[src/rtl/decode_buffer_if.sv]
// decode_buffer_if: fetch-to-decode-buffer entry handshake.
// master = fetch side, slave = decode buffer.
interface decode_buffer_if;
   logic        in_valid;
   logic        in_ready;
   logic [31:0] in_pc;
   logic [31:0] in_inst;
   logic        in_exc;
   logic [4:0]  in_exccode;

   modport master (
      output in_valid,
      output in_pc,
      output in_inst,
      output in_exc,
      output in_exccode,
      input  in_ready
   );

   modport slave (
      input  in_valid,
      input  in_pc,
      input  in_inst,
      input  in_exc,
      input  in_exccode,
      output in_ready
   );
endinterface

[src/rtl/decode_buffer.sv]
// decode_buffer: instruction FIFO, operand fetch with prioritised forwarding,
// target calculation and registered issue. Define DECODE_BUFFER_BYPASS_EN to
// let an entry arriving at an empty FIFO issue in the same cycle.
module decode_buffer #(
   parameter int DEPTH = 4,
   parameter int NFWD  = 2
) (
   input  logic                    clk,
   input  logic                    resetn,
   decode_buffer_if.slave          fe,
   input  logic                    flush_i,
   output logic [4:0]              rf_raddr1,
   output logic [4:0]              rf_raddr2,
   input  logic [31:0]             rf_rdata1,
   input  logic [31:0]             rf_rdata2,
   input  logic [NFWD*5-1:0]       fwd_addr,
   input  logic [NFWD*32-1:0]      fwd_data,
   input  logic [NFWD-1:0]         fwd_ok,
   output logic                    valid_o,
   input  logic                    ready_i,
   output logic [31:0]             pc_o,
   output logic [31:0]             inst_o,
   output logic [31:0]             rdata1_o,
   output logic [31:0]             rdata2_o,
   output logic [31:0]             pc_j_o,
   output logic [31:0]             pc_b_o,
   output logic                    exc_o,
   output logic [4:0]              exccode_o,
   output logic [$clog2(DEPTH):0]  count_o,
   output logic [31:0]             perfcnt_fwd_stall
);
   localparam int AW = $clog2(DEPTH);
   localparam int CW = AW + 1;

   logic [31:0]   mem_pc   [DEPTH];
   logic [31:0]   mem_inst [DEPTH];
   logic          mem_exc  [DEPTH];
   logic [4:0]    mem_code [DEPTH];
   logic [AW-1:0] rptr;
   logic [AW-1:0] wptr;

   logic          head_present;
   logic          byp;
   logic [31:0]   h_pc;
   logic [31:0]   h_inst;
   logic          h_exc;
   logic [4:0]    h_code;
   logic [31:0]   op1;
   logic [31:0]   op2;
   logic          st1;
   logic          st2;
   logic          stall;
   logic          issue;
   logic          push;
   logic          pop;
   logic [31:0]   pc4;
   logic [31:0]   pc_b;
   logic [31:0]   pc_j;

   // Head entry: slot at rptr, or the incoming entry when bypassing
   always_comb begin
      head_present = (count_o != '0);
      h_pc         = mem_pc[rptr];
      h_inst       = mem_inst[rptr];
      h_exc        = mem_exc[rptr];
      h_code       = mem_code[rptr];
      byp          = 1'b0;
`ifdef DECODE_BUFFER_BYPASS_EN
      if (count_o == '0 && fe.in_valid) begin
         byp          = 1'b1;
         head_present = 1'b1;
         h_pc         = fe.in_pc;
         h_inst       = fe.in_inst;
         h_exc        = fe.in_exc;
         h_code       = fe.in_exccode;
      end
`endif
   end

   assign rf_raddr1 = head_present ? h_inst[25:21] : 5'd0;
   assign rf_raddr2 = head_present ? h_inst[20:16] : 5'd0;

   // Operand select: scan oldest to youngest so the lowest-index hit wins
   always_comb begin
      op1 = rf_rdata1;
      op2 = rf_rdata2;
      st1 = 1'b0;
      st2 = 1'b0;
      for (int i = NFWD - 1; i >= 0; i--) begin
         if (rf_raddr1 != 5'd0 &&
             rf_raddr1 == fwd_addr[i*5 +: 5]) begin
            op1 = fwd_data[i*32 +: 32];
            st1 = !fwd_ok[i];
         end
         if (rf_raddr2 != 5'd0 &&
             rf_raddr2 == fwd_addr[i*5 +: 5]) begin
            op2 = fwd_data[i*32 +: 32];
            st2 = !fwd_ok[i];
         end
      end
   end

   assign stall = st1 || st2;
   assign issue = head_present && (!stall || h_exc)
                  && (!valid_o || ready_i) && !flush_i;
   assign pop   = issue && !byp;

   assign fe.in_ready = (count_o < CW'(DEPTH));
   assign push = fe.in_valid && fe.in_ready && !flush_i
                 && !(byp && issue);

   assign pc4  = h_pc + 32'd4;
   assign pc_b = pc4 + {{14{h_inst[15]}}, h_inst[15:0], 2'b00};
   assign pc_j = {pc4[31:28], h_inst[25:0], 2'b00};

   // Entry storage; contents are only meaningful under the occupancy count
   always_ff @(posedge clk) begin
      if (push) begin
         mem_pc[wptr]   <= fe.in_pc;
         mem_inst[wptr] <= fe.in_inst;
         mem_exc[wptr]  <= fe.in_exc;
         mem_code[wptr] <= fe.in_exccode;
      end
   end

   // Pointers and occupancy; a flush empties the FIFO
   always_ff @(posedge clk) begin
      if (!resetn || flush_i) begin
         rptr    <= '0;
         wptr    <= '0;
         count_o <= '0;
      end else begin
         if (push) wptr <= wptr + 1'b1;
         if (pop)  rptr <= rptr + 1'b1;
         count_o <= count_o + CW'(push) - CW'(pop);
      end
   end

   // Issue register: load on issue, hold under backpressure
   always_ff @(posedge clk) begin
      if (!resetn) begin
         valid_o   <= 1'b0;
         pc_o      <= '0;
         inst_o    <= '0;
         rdata1_o  <= '0;
         rdata2_o  <= '0;
         pc_j_o    <= '0;
         pc_b_o    <= '0;
         exc_o     <= 1'b0;
         exccode_o <= '0;
      end else if (flush_i) begin
         valid_o <= 1'b0;
      end else if (issue) begin
         valid_o   <= 1'b1;
         pc_o      <= h_pc;
         inst_o    <= h_inst;
         rdata1_o  <= op1;
         rdata2_o  <= op2;
         pc_j_o    <= pc_j;
         pc_b_o    <= pc_b;
         exc_o     <= h_exc;
         exccode_o <= h_code;
      end else if (ready_i) begin
         valid_o <= 1'b0;
      end
   end

   // Count cycles a head waits on an unavailable forwarded operand
   always_ff @(posedge clk) begin
      if (!resetn) begin
         perfcnt_fwd_stall <= '0;
      end else if (head_present && stall && !h_exc) begin
         perfcnt_fwd_stall <= perfcnt_fwd_stall + 32'd1;
      end
   end
endmodule

[src/flat_wrapper.sv]
// flat-port wrapper written by rule: the top's interface ports become plain ports
module decode_buffer_flat 
#(
   parameter int DEPTH = 4,
   parameter int NFWD  = 2
)
  (clk, resetn, flush_i, rf_raddr1, rf_raddr2, rf_rdata1, rf_rdata2, fwd_addr, fwd_data, fwd_ok, valid_o, ready_i, pc_o, inst_o, rdata1_o, rdata2_o, pc_j_o, pc_b_o, exc_o, exccode_o, count_o, perfcnt_fwd_stall, fe_in_valid, fe_in_pc, fe_in_inst, fe_in_exc, fe_in_exccode, fe_in_ready);
  decode_buffer_if fe_i ();
  input  logic clk;
  input  logic resetn;
  input  logic flush_i;
  output logic [4:0] rf_raddr1;
  output logic [4:0] rf_raddr2;
  input  logic [31:0] rf_rdata1;
  input  logic [31:0] rf_rdata2;
  input  logic [NFWD*5-1:0] fwd_addr;
  input  logic [NFWD*32-1:0] fwd_data;
  input  logic [NFWD-1:0] fwd_ok;
  output logic valid_o;
  input  logic ready_i;
  output logic [31:0] pc_o;
  output logic [31:0] inst_o;
  output logic [31:0] rdata1_o;
  output logic [31:0] rdata2_o;
  output logic [31:0] pc_j_o;
  output logic [31:0] pc_b_o;
  output logic exc_o;
  output logic [4:0] exccode_o;
  output logic [$clog2(DEPTH):0] count_o;
  output logic [31:0] perfcnt_fwd_stall;
  input wire logic [$bits(fe_i.in_valid)-1:0] fe_in_valid;
  input wire logic [$bits(fe_i.in_pc)-1:0] fe_in_pc;
  input wire logic [$bits(fe_i.in_inst)-1:0] fe_in_inst;
  input wire logic [$bits(fe_i.in_exc)-1:0] fe_in_exc;
  input wire logic [$bits(fe_i.in_exccode)-1:0] fe_in_exccode;
  output wire logic [$bits(fe_i.in_ready)-1:0] fe_in_ready;
  assign fe_i.in_valid = fe_in_valid;
  assign fe_i.in_pc = fe_in_pc;
  assign fe_i.in_inst = fe_in_inst;
  assign fe_i.in_exc = fe_in_exc;
  assign fe_i.in_exccode = fe_in_exccode;
  assign fe_in_ready = fe_i.in_ready;
  decode_buffer #(.DEPTH(DEPTH), .NFWD(NFWD)) u_core (.clk(clk), .resetn(resetn), .fe(fe_i), .flush_i(flush_i), .rf_raddr1(rf_raddr1), .rf_raddr2(rf_raddr2), .rf_rdata1(rf_rdata1), .rf_rdata2(rf_rdata2), .fwd_addr(fwd_addr), .fwd_data(fwd_data), .fwd_ok(fwd_ok), .valid_o(valid_o), .ready_i(ready_i), .pc_o(pc_o), .inst_o(inst_o), .rdata1_o(rdata1_o), .rdata2_o(rdata2_o), .pc_j_o(pc_j_o), .pc_b_o(pc_b_o), .exc_o(exc_o), .exccode_o(exccode_o), .count_o(count_o), .perfcnt_fwd_stall(perfcnt_fwd_stall));
endmodule
[config.mk]
export PLATFORM = sky130hd
export DESIGN_NAME = decode_buffer_flat
export DESIGN_NICKNAME = d
export VERILOG_FILES = /design/src/rtl/decode_buffer_if.sv /design/src/rtl/decode_buffer.sv /design/src/flat_wrapper.sv
export SDC_FILE = /design/constraint.sdc
export NUM_CORES = 1
export LEC_CHECK = 0
export BUFFER_PORTS_ARGS = -buffer_cell sky130_fd_sc_hd__buf_4
export CORE_MARGIN = 10
export CORE_UTILIZATION = 40
export CTS_CLUSTER_SIZE = 8
export DETAILED_ROUTE_END_ITERATION = 12
export PLACE_DENSITY_LB_ADDON = 0.25
export SYNTH_ARGS = -nofsm -noshare
export SYNTH_HDL_FRONTEND = slang
export SYNTH_SLANG_ARGS = --single-unit
[constraint.sdc]
create_clock -name clk -period 5.96 [get_ports clk]
set_input_delay 0.596 -clock clk [delete_from_list [all_inputs] [get_ports clk]]
set_output_delay 0.596 -clock clk [all_outputs]
set_load 0.01 [all_outputs]
==> results of run 1 <==
[metal layers]
metal  GRT usage (%)  vias up  share of wire [%]
met2            35.9      572                 49
met4            9.37        4                3.3
li1                -     7583                  -
met5               0        -              0.034
met3            5.81      116                7.8
met1            25.5     7897                 40
[synthesized netlist by cell type (29+ instances only)]
| cell | instances |
|---|---|
| dfxtp_1 | 210 |
| buf_2 | 44 |
| a21boi_0 | 47 |
| nand2_1 | 371 |
| edfxtp_1 | 280 |
| ha_1 | 37 |
| nor2_1 | 67 |
| o21ai_0 | 29 |
| xnor2_1 | 70 |
| clkbuf_1 | 58 |
| mux2i_1 | 64 |
| buf_4 | 31 |
| a21boi_1 | 45 |
| nand3_1 | 32 |
| o211ai_1 | 66 |
| a21oi_1 | 93 |
| mux4_2 | 70 |
[path summary, 6_finish.rpt]
kind / start / to / slack [ps] / cells past startpoint
worst max-delay path: register / u_core.count_o[2]$_SDFF_PP0_ / 1120 / 19
worst min-delay path: fe_in_inst[17] / u_core.mem_inst[2][17]$_DFFE_PP_ / 190 / 1
worst max register to register: register / u_core.count_o[2]$_SDFF_PP0_ / 1120 / 19
worst min register to register: u_core.rdata1_o[19]$_SDFFE_PN0P_ / u_core.rdata1_o[19]$_SDFFE_PN0P_ / 450 / 2
[layout make-up]
cell class	count	area, um2	share of cell area [%]
inverters	25	100	0.360
clock buffers	119	2010	7.22
multi-input cells	1203	8500	30.6
diodes	7	17.5	0.0630
flip-flops and latches	490	12600	45.4
clock inverters	5	81.3	0.292
well taps	696	871	3.13
repair buffers	477	3620	13.0
[kinds of logic (layout without fill, tap and decap cells)]
kind of cell             after synthesis  count (layout)  synth area share [%]
AND/OR/NAND/NOR                      592             592                  12.0
flip-flops                           490             490                  57.7
AO/OA/AOI/OAI                        345             345                  10.6
buffers and inverters                162             626                  3.60
multiplexers                         134             134                  10.1
XOR/XNOR                              91              91                  3.65
adder cells (fa/ha/maj)               39              39                  2.30
other                                  1               9                0.0172
[report_power, final]
part	switching (mW)	internal, mW
logic	0.628	0.476
clock network	1.47	2.29
registers	0.0694	3.69
total	2.17	6.47
[per-stage QoR]
stage,setup slack [ps],cell area (um2),utilization (%),hold WS [ps]
finish,1120,27800,51.6,189
global route,783,27800,51.6,165
CTS,1050,27800,51.6,152
detailed placement,1090,25700,47.7,446
global placement,1160,25700,47.7,444
floorplan,1000,21900,-,475
[critical path: cells and delay by family (launching register included)]
family,cells,cell delay [ps]
DFF,1,560
xor gates and xnor gates,2,300
adders and majority gates,3,710
and+or+nand+nor,3,580
AOI/OAI and AO/OA,5,930
buffers and inverters,5,940
muxes,1,650
[state kept, by name (all words and copies together), names as in the netlist, 3 cells and up, named ones only]
signal                    flops
u_core.mem_code              20
u_core.mem_exc                4
u_core.rdata2_o              32
u_core.pc_o                  30
u_core.exccode_o              5
u_core.rdata1_o              32
u_core.count_o                3
u_core.pc_j_o                 4
u_core.perfcnt_fwd_stall     32
u_core.inst_o                32
u_core.mem_inst             128
u_core.pc_b_o                32
u_core.mem_pc               128
==> impl_metrics.ini, run 1 <==
[route]
final_antenna_net_count = 0
viasPerCell = 5.35
totalWireLength_um = 71200
wire_per_inst_um = 23.6
drc = 0
first_pass_iters = 7
drt_iter0_markers = 966
route.vias.total = 16200

[clocking]
cts_buffers = 71
clock_path_buffers = 3
cts_root_buf = clkbuf_16
cts_resized = 0
cts.clk_slew.worst_paths_ps = 60
cts_setup_buffers = 0
clkLatencyLatePin_ps = 610
ctsHoldBuffers = 0
cts_tree = yes
cts_htree_levels = 3
cts_sinks = 490

[floorplanning]
design.core.area_um2 = 53900
num_rows = 85
ios = 460
die_h_um = 254
start_util_pct = 40.5
die_x_um = 254
die-area_um2 = 64400

[logic_synthesis]
synthTopCellsByArea = edfxtp_1, dfxtp_1, mux4_2, nand2_1, mux2i_1
syn_area_per_cell_um2 = 11.8
synth_top_area_share_pct = 38.5
yosysUniqueCellTypes = 62
synth_top_cell_by_area = edfxtp_1
async_flop_share_pct = 0
yosysSeqAreaShare_pct = 57.7
ys_warn_count = 0
synth_ff_type = edfxtp_1
syn_area_um2 = 21900
postSynthCellCount = 1854
synth_edf_count = 280
synth_seq_cells = 490

[cells_and_area]
syn2layout_area_growth_pct = 27.3
nNetsFinal = 2522
drive_gt1_share_pct = 27.8
stdcell_count = 3022
layout_common_cells = buf_4, nand2_1, edfxtp_1, dfxtp_1, a21oi_1
fillers = 4733
mostFrequentLayoutCell = buf_4

[grt]
grt_pass1_vias = 16200
grt_pass1_wl_um = 104000
antenna_found_initial = 10
overflow = 0
track_usage_pct = 21.4
grt_max_degree = 174

[pwr]
leakage_nw = 10.8
ir_drop_mv = 0.218
p_total_mw = 8.64
cellPowerDensity_nw_per_um2 = 310

[placement]
placed_cells = 2891
dp.final_hpwl_um = 50300
io_buffers = 457
gp_congestion = 0.919

[setup_path]
cpPeakStageDelay_ps = 650
crit_arrival_ps = 5300
path_class = reg -> reg
crit_path_top_delay_cell = mux4_2
endpoint_kind = register
critPathLaunchType = register
path_cells = buf_12 > mux4_2 > nor4b_1 > a41oi_1 > a2111oi_2 > and2_1 > o22ai_2 > a21oi_2 > buf_4 > o21ai_4 > inv_6 > ha_1 > inv_1 > ha_1 > inv_1 > fa_1 > xnor2_1 > xnor2_1 > nor2_1
required_ps = 6430
cp_max_fo = 37

[timing]
relSlewSlack_pct = 28.7
finalMaxSlewViolations = 0
fmax_mhz = 207
setup_viol = 0
period_minus_slack_ps = 4840
tns_ps = 0
clock-skew-final_ps = 30.2
finalHoldViolations = 0
worstMarginPinSlew_ps = 1070
rsz0062_at_grt = no
fin_crit_sh_pct = 81.2

[outcome]
status = finished clean

[worst_hold_path]
hold_path_class = in -> reg

[run]
max_cap_viol_count = 0
Power figures use the tool's default switching activity.
==> run 2: changes to the inputs <==
==> constraint.sdc (replaced) <==
create_clock -name clk -period 4 [get_ports clk]
set_input_delay 0.4 -clock clk [delete_from_list [all_inputs] [get_ports clk]]
set_output_delay 0.4 -clock clk [all_outputs]
set_load 0.01 [all_outputs]
==> impl_metrics.ini, run 2 (synthesis gave the netlist of run 1 again) <==
[outcome]
status = finished clean

[timing]
clock-skew-final_ps = 24.2
setup_viol = 0
finalHoldViolations = 0
worstMarginPinSlew_ps = 1110
hold_slack_ps = 47.6
fin_crit_sh_pct = 99.7
fmax_mhz = 251
layout_setup_ws_ps = 13.7
rsz0062_at_grt = yes
period_minus_slack_ps = 3990
finalMaxSlewViolations = 0
relSlewSlack_pct = 25.7

[pwr]
ir_drop_mv = 0.439
power_frac_comb_pct = 15.3
clockPowerShare_pct = 42.2
switching_power_mw = 3.37
p_int_mw = 9.83
switching_share_pct = 25.5
p_total_mw = 13.2
cellPowerDensity_nw_per_um2 = 435
leakage_nw = 12.0
p_seq_share_pct = 42.5

[route]
first_pass_iters = 5
final_antenna_net_count = 0
drc = 0
drt_iter0_markers = 1207
route.vias.total = 17200
wire_per_inst_um = 22.5
totalWireLength_um = 72800
viasPerCell = 5.30

[cells_and_area]
final_cell_area_um2 = 30300
reg_top3 = u_core.mem_inst (128), u_core.mem_pc (128)
multiInputGateArea_um2 = 8960
drive_gt1_share_pct = 34.2
stdcell_count = 3240
nNetsFinal = 2745
final-seq-area_um2 = 12600
mostFrequentLayoutCell = buf_4
layout_common_cells = buf_4, nand2_1, edfxtp_1, dfxtp_1, a21oi_1
fillers = 4464
syn2layout_area_growth_pct = 38.7

[grt]
grt_pass1_wl_um = 106000
track_usage_pct = 21.5
antenna_found_initial = 4
overflow = 0
grt_pass1_vias = 17200
grt_max_degree = 174

[setup_path]
reg2reg_slack_ps = 10
timing.rr.end = u_core.count_o[2]$_SDFF_PP0_
path_cells = buf_12 > buf_6 > mux4_2 > or4_4 > o21ai_2 > nor3_2 > and2_1 > o22ai_2 > a21oi_2 > o21ai_4 > clkinv_4 > ha_4 > inv_2 > ha_4 > inv_2 > fa_2 > xnor2_2 > xnor2_1 > nor2_1
crit_arrival_ps = 4460
endpoint_kind = register
crit_family = simple AND/OR/NAND/NOR gates
critPathLaunchType = register
path_class = reg -> reg
cpPeakStageDelay_ps = 520
cp_max_fo = 9
crit_end = u_core.count_o[2]$_SDFF_PP0_
crit_cells = 19
cp.buffers_inverters = 5
reg2reg_depth = 19
crit_path_top_delay_cell = or4_4
required_ps = 4470

[placement]
placed_cells = 3012
gp_congestion = 0.895
io_buffers = 457
place_area_um2 = 26900
dp.final_hpwl_um = 50300
dp_slack_ps = -196

[clocking]
cts_tree = yes
cts.clk_slew.worst_paths_ps = 50
cts_sinks = 490
cts_root_buf = clkbuf_16
cts_htree_levels = 3
cts_buffers = 71
clkLatencyLatePin_ps = 600
clock_path_buffers = 3

[floorplanning]
ios = 460
die-area_um2 = 64400
die_x_um = 254
start_util_pct = 40.5
die_h_um = 254
num_rows = 85
design.core.area_um2 = 53900

[worst_hold_path]
hold_path_class = in -> reg

[run]
max_cap_viol_count = 0
-- run 2: cell count changes in the layout (fill, tap and decap cells not counted), moves of 5 or more --
cell and change:
a21oi_1 -8, a21oi_2 +7, buf_12 +15, buf_4 +131, buf_6 +7, dlygate4sd3_1 +68, ha_1 -5, nand2_1 -5
nor2_1 -5, o21ai_0 -13, o21ai_1 +11
-- run 2: layout make-up --
| type | count | share of cell area, % |
|---|---|---|
| Antenna cell | 3 | 0.0248 |
| Multi-Input combinational cell | 1203 | 29.5 |
| Clock buffer | 116 | 6.49 |
| Timing Repair Buffer | 700 | 18.8 |
| Sequential cell | 490 | 41.6 |
| Tap cell | 696 | 2.87 |
| Clock inverter | 7 | 0.289 |
| Inverter | 25 | 0.330 |
-- run 2: timing repair --
item                                   in CTS  in global routing
cloned                                      0                  1
hold buffers                               68                  0
setup endpoints to repair                 129                140
gates resized for setup                    32                 53
pin swaps                                  29                 40
setup buffers                              18                 15
endpoints found under the hold margin     272                  0
-- run 2: layer usage --
metal	share of wire (%)	wire, um	track usage, %
met1	41	29800	26.2
met2	49	35900	36.4
met3	7.1	5190	5.27
met4	2.7	1990	7.80
met5	0	0	0
-- run 2: worst min-delay path by stage --
stage	from	to	slack (ps)	cells past startpoint
floorplan	u_core.pc_b_o[8]$_SDFFE_PN0P_	u_core.pc_b_o[8]$_SDFFE_PN0P_	470	2
global placement	u_core.rdata1_o[7]$_SDFFE_PN0P_	u_core.rdata1_o[7]$_SDFFE_PN0P_	440	2
detailed placement	u_core.pc_b_o[23]$_SDFFE_PN0P_	u_core.pc_b_o[23]$_SDFFE_PN0P_	450	2
CTS	fe_in_pc[10]	u_core.mem_pc[3][10]$_DFFE_PP_	0.7	1
global route	fe_in_pc[10]	u_core.mem_pc[2][10]$_DFFE_PP_	20	1
finish	fe_in_pc[10]	u_core.mem_pc[2][10]$_DFFE_PP_	50	1
-- run 2: power by group through the flow --
| stage | clock network [mW] | registers, mW | logic (mW) |
|---|---|---|---|
| after detailed placement | 0 | 5.71 | 1.81 |
| after global placement | 0 | 5.70 | 1.79 |
| final | 5.57 | 5.61 | 2.01 |
| after CTS | 5.69 | 5.61 | 1.93 |
| after global routing | 5.92 | 5.62 | 2.18 |
| after floorplan | 0 | 5.73 | 0.898 |
-- run 2: through the flow --
stage | setup TNS [ps] | utilization, %
after detailed placement | -4530 | 49.9
final | 0 | 56.2
after global placement | -734 | 49.9
after global routing | -947 | 56.2
after floorplan | -25.2 | -
after CTS | -11.8 | 55.5
-- run 2: worst register-to-register path, stage by stage, from the launching register on --
cell	delay [ps]
dfxtp_4	380
buf_12	170
buf_6	140
mux4_2	500
or4_4	520
o21ai_2	190
nor3_2	80
and2_1	180
o22ai_2	100
a21oi_2	110
o21ai_4	190
clkinv_4	130
ha_4	230
inv_2	60
ha_4	110
inv_2	30
fa_2	370
xnor2_2	150
xnor2_1	160
nor2_1	50
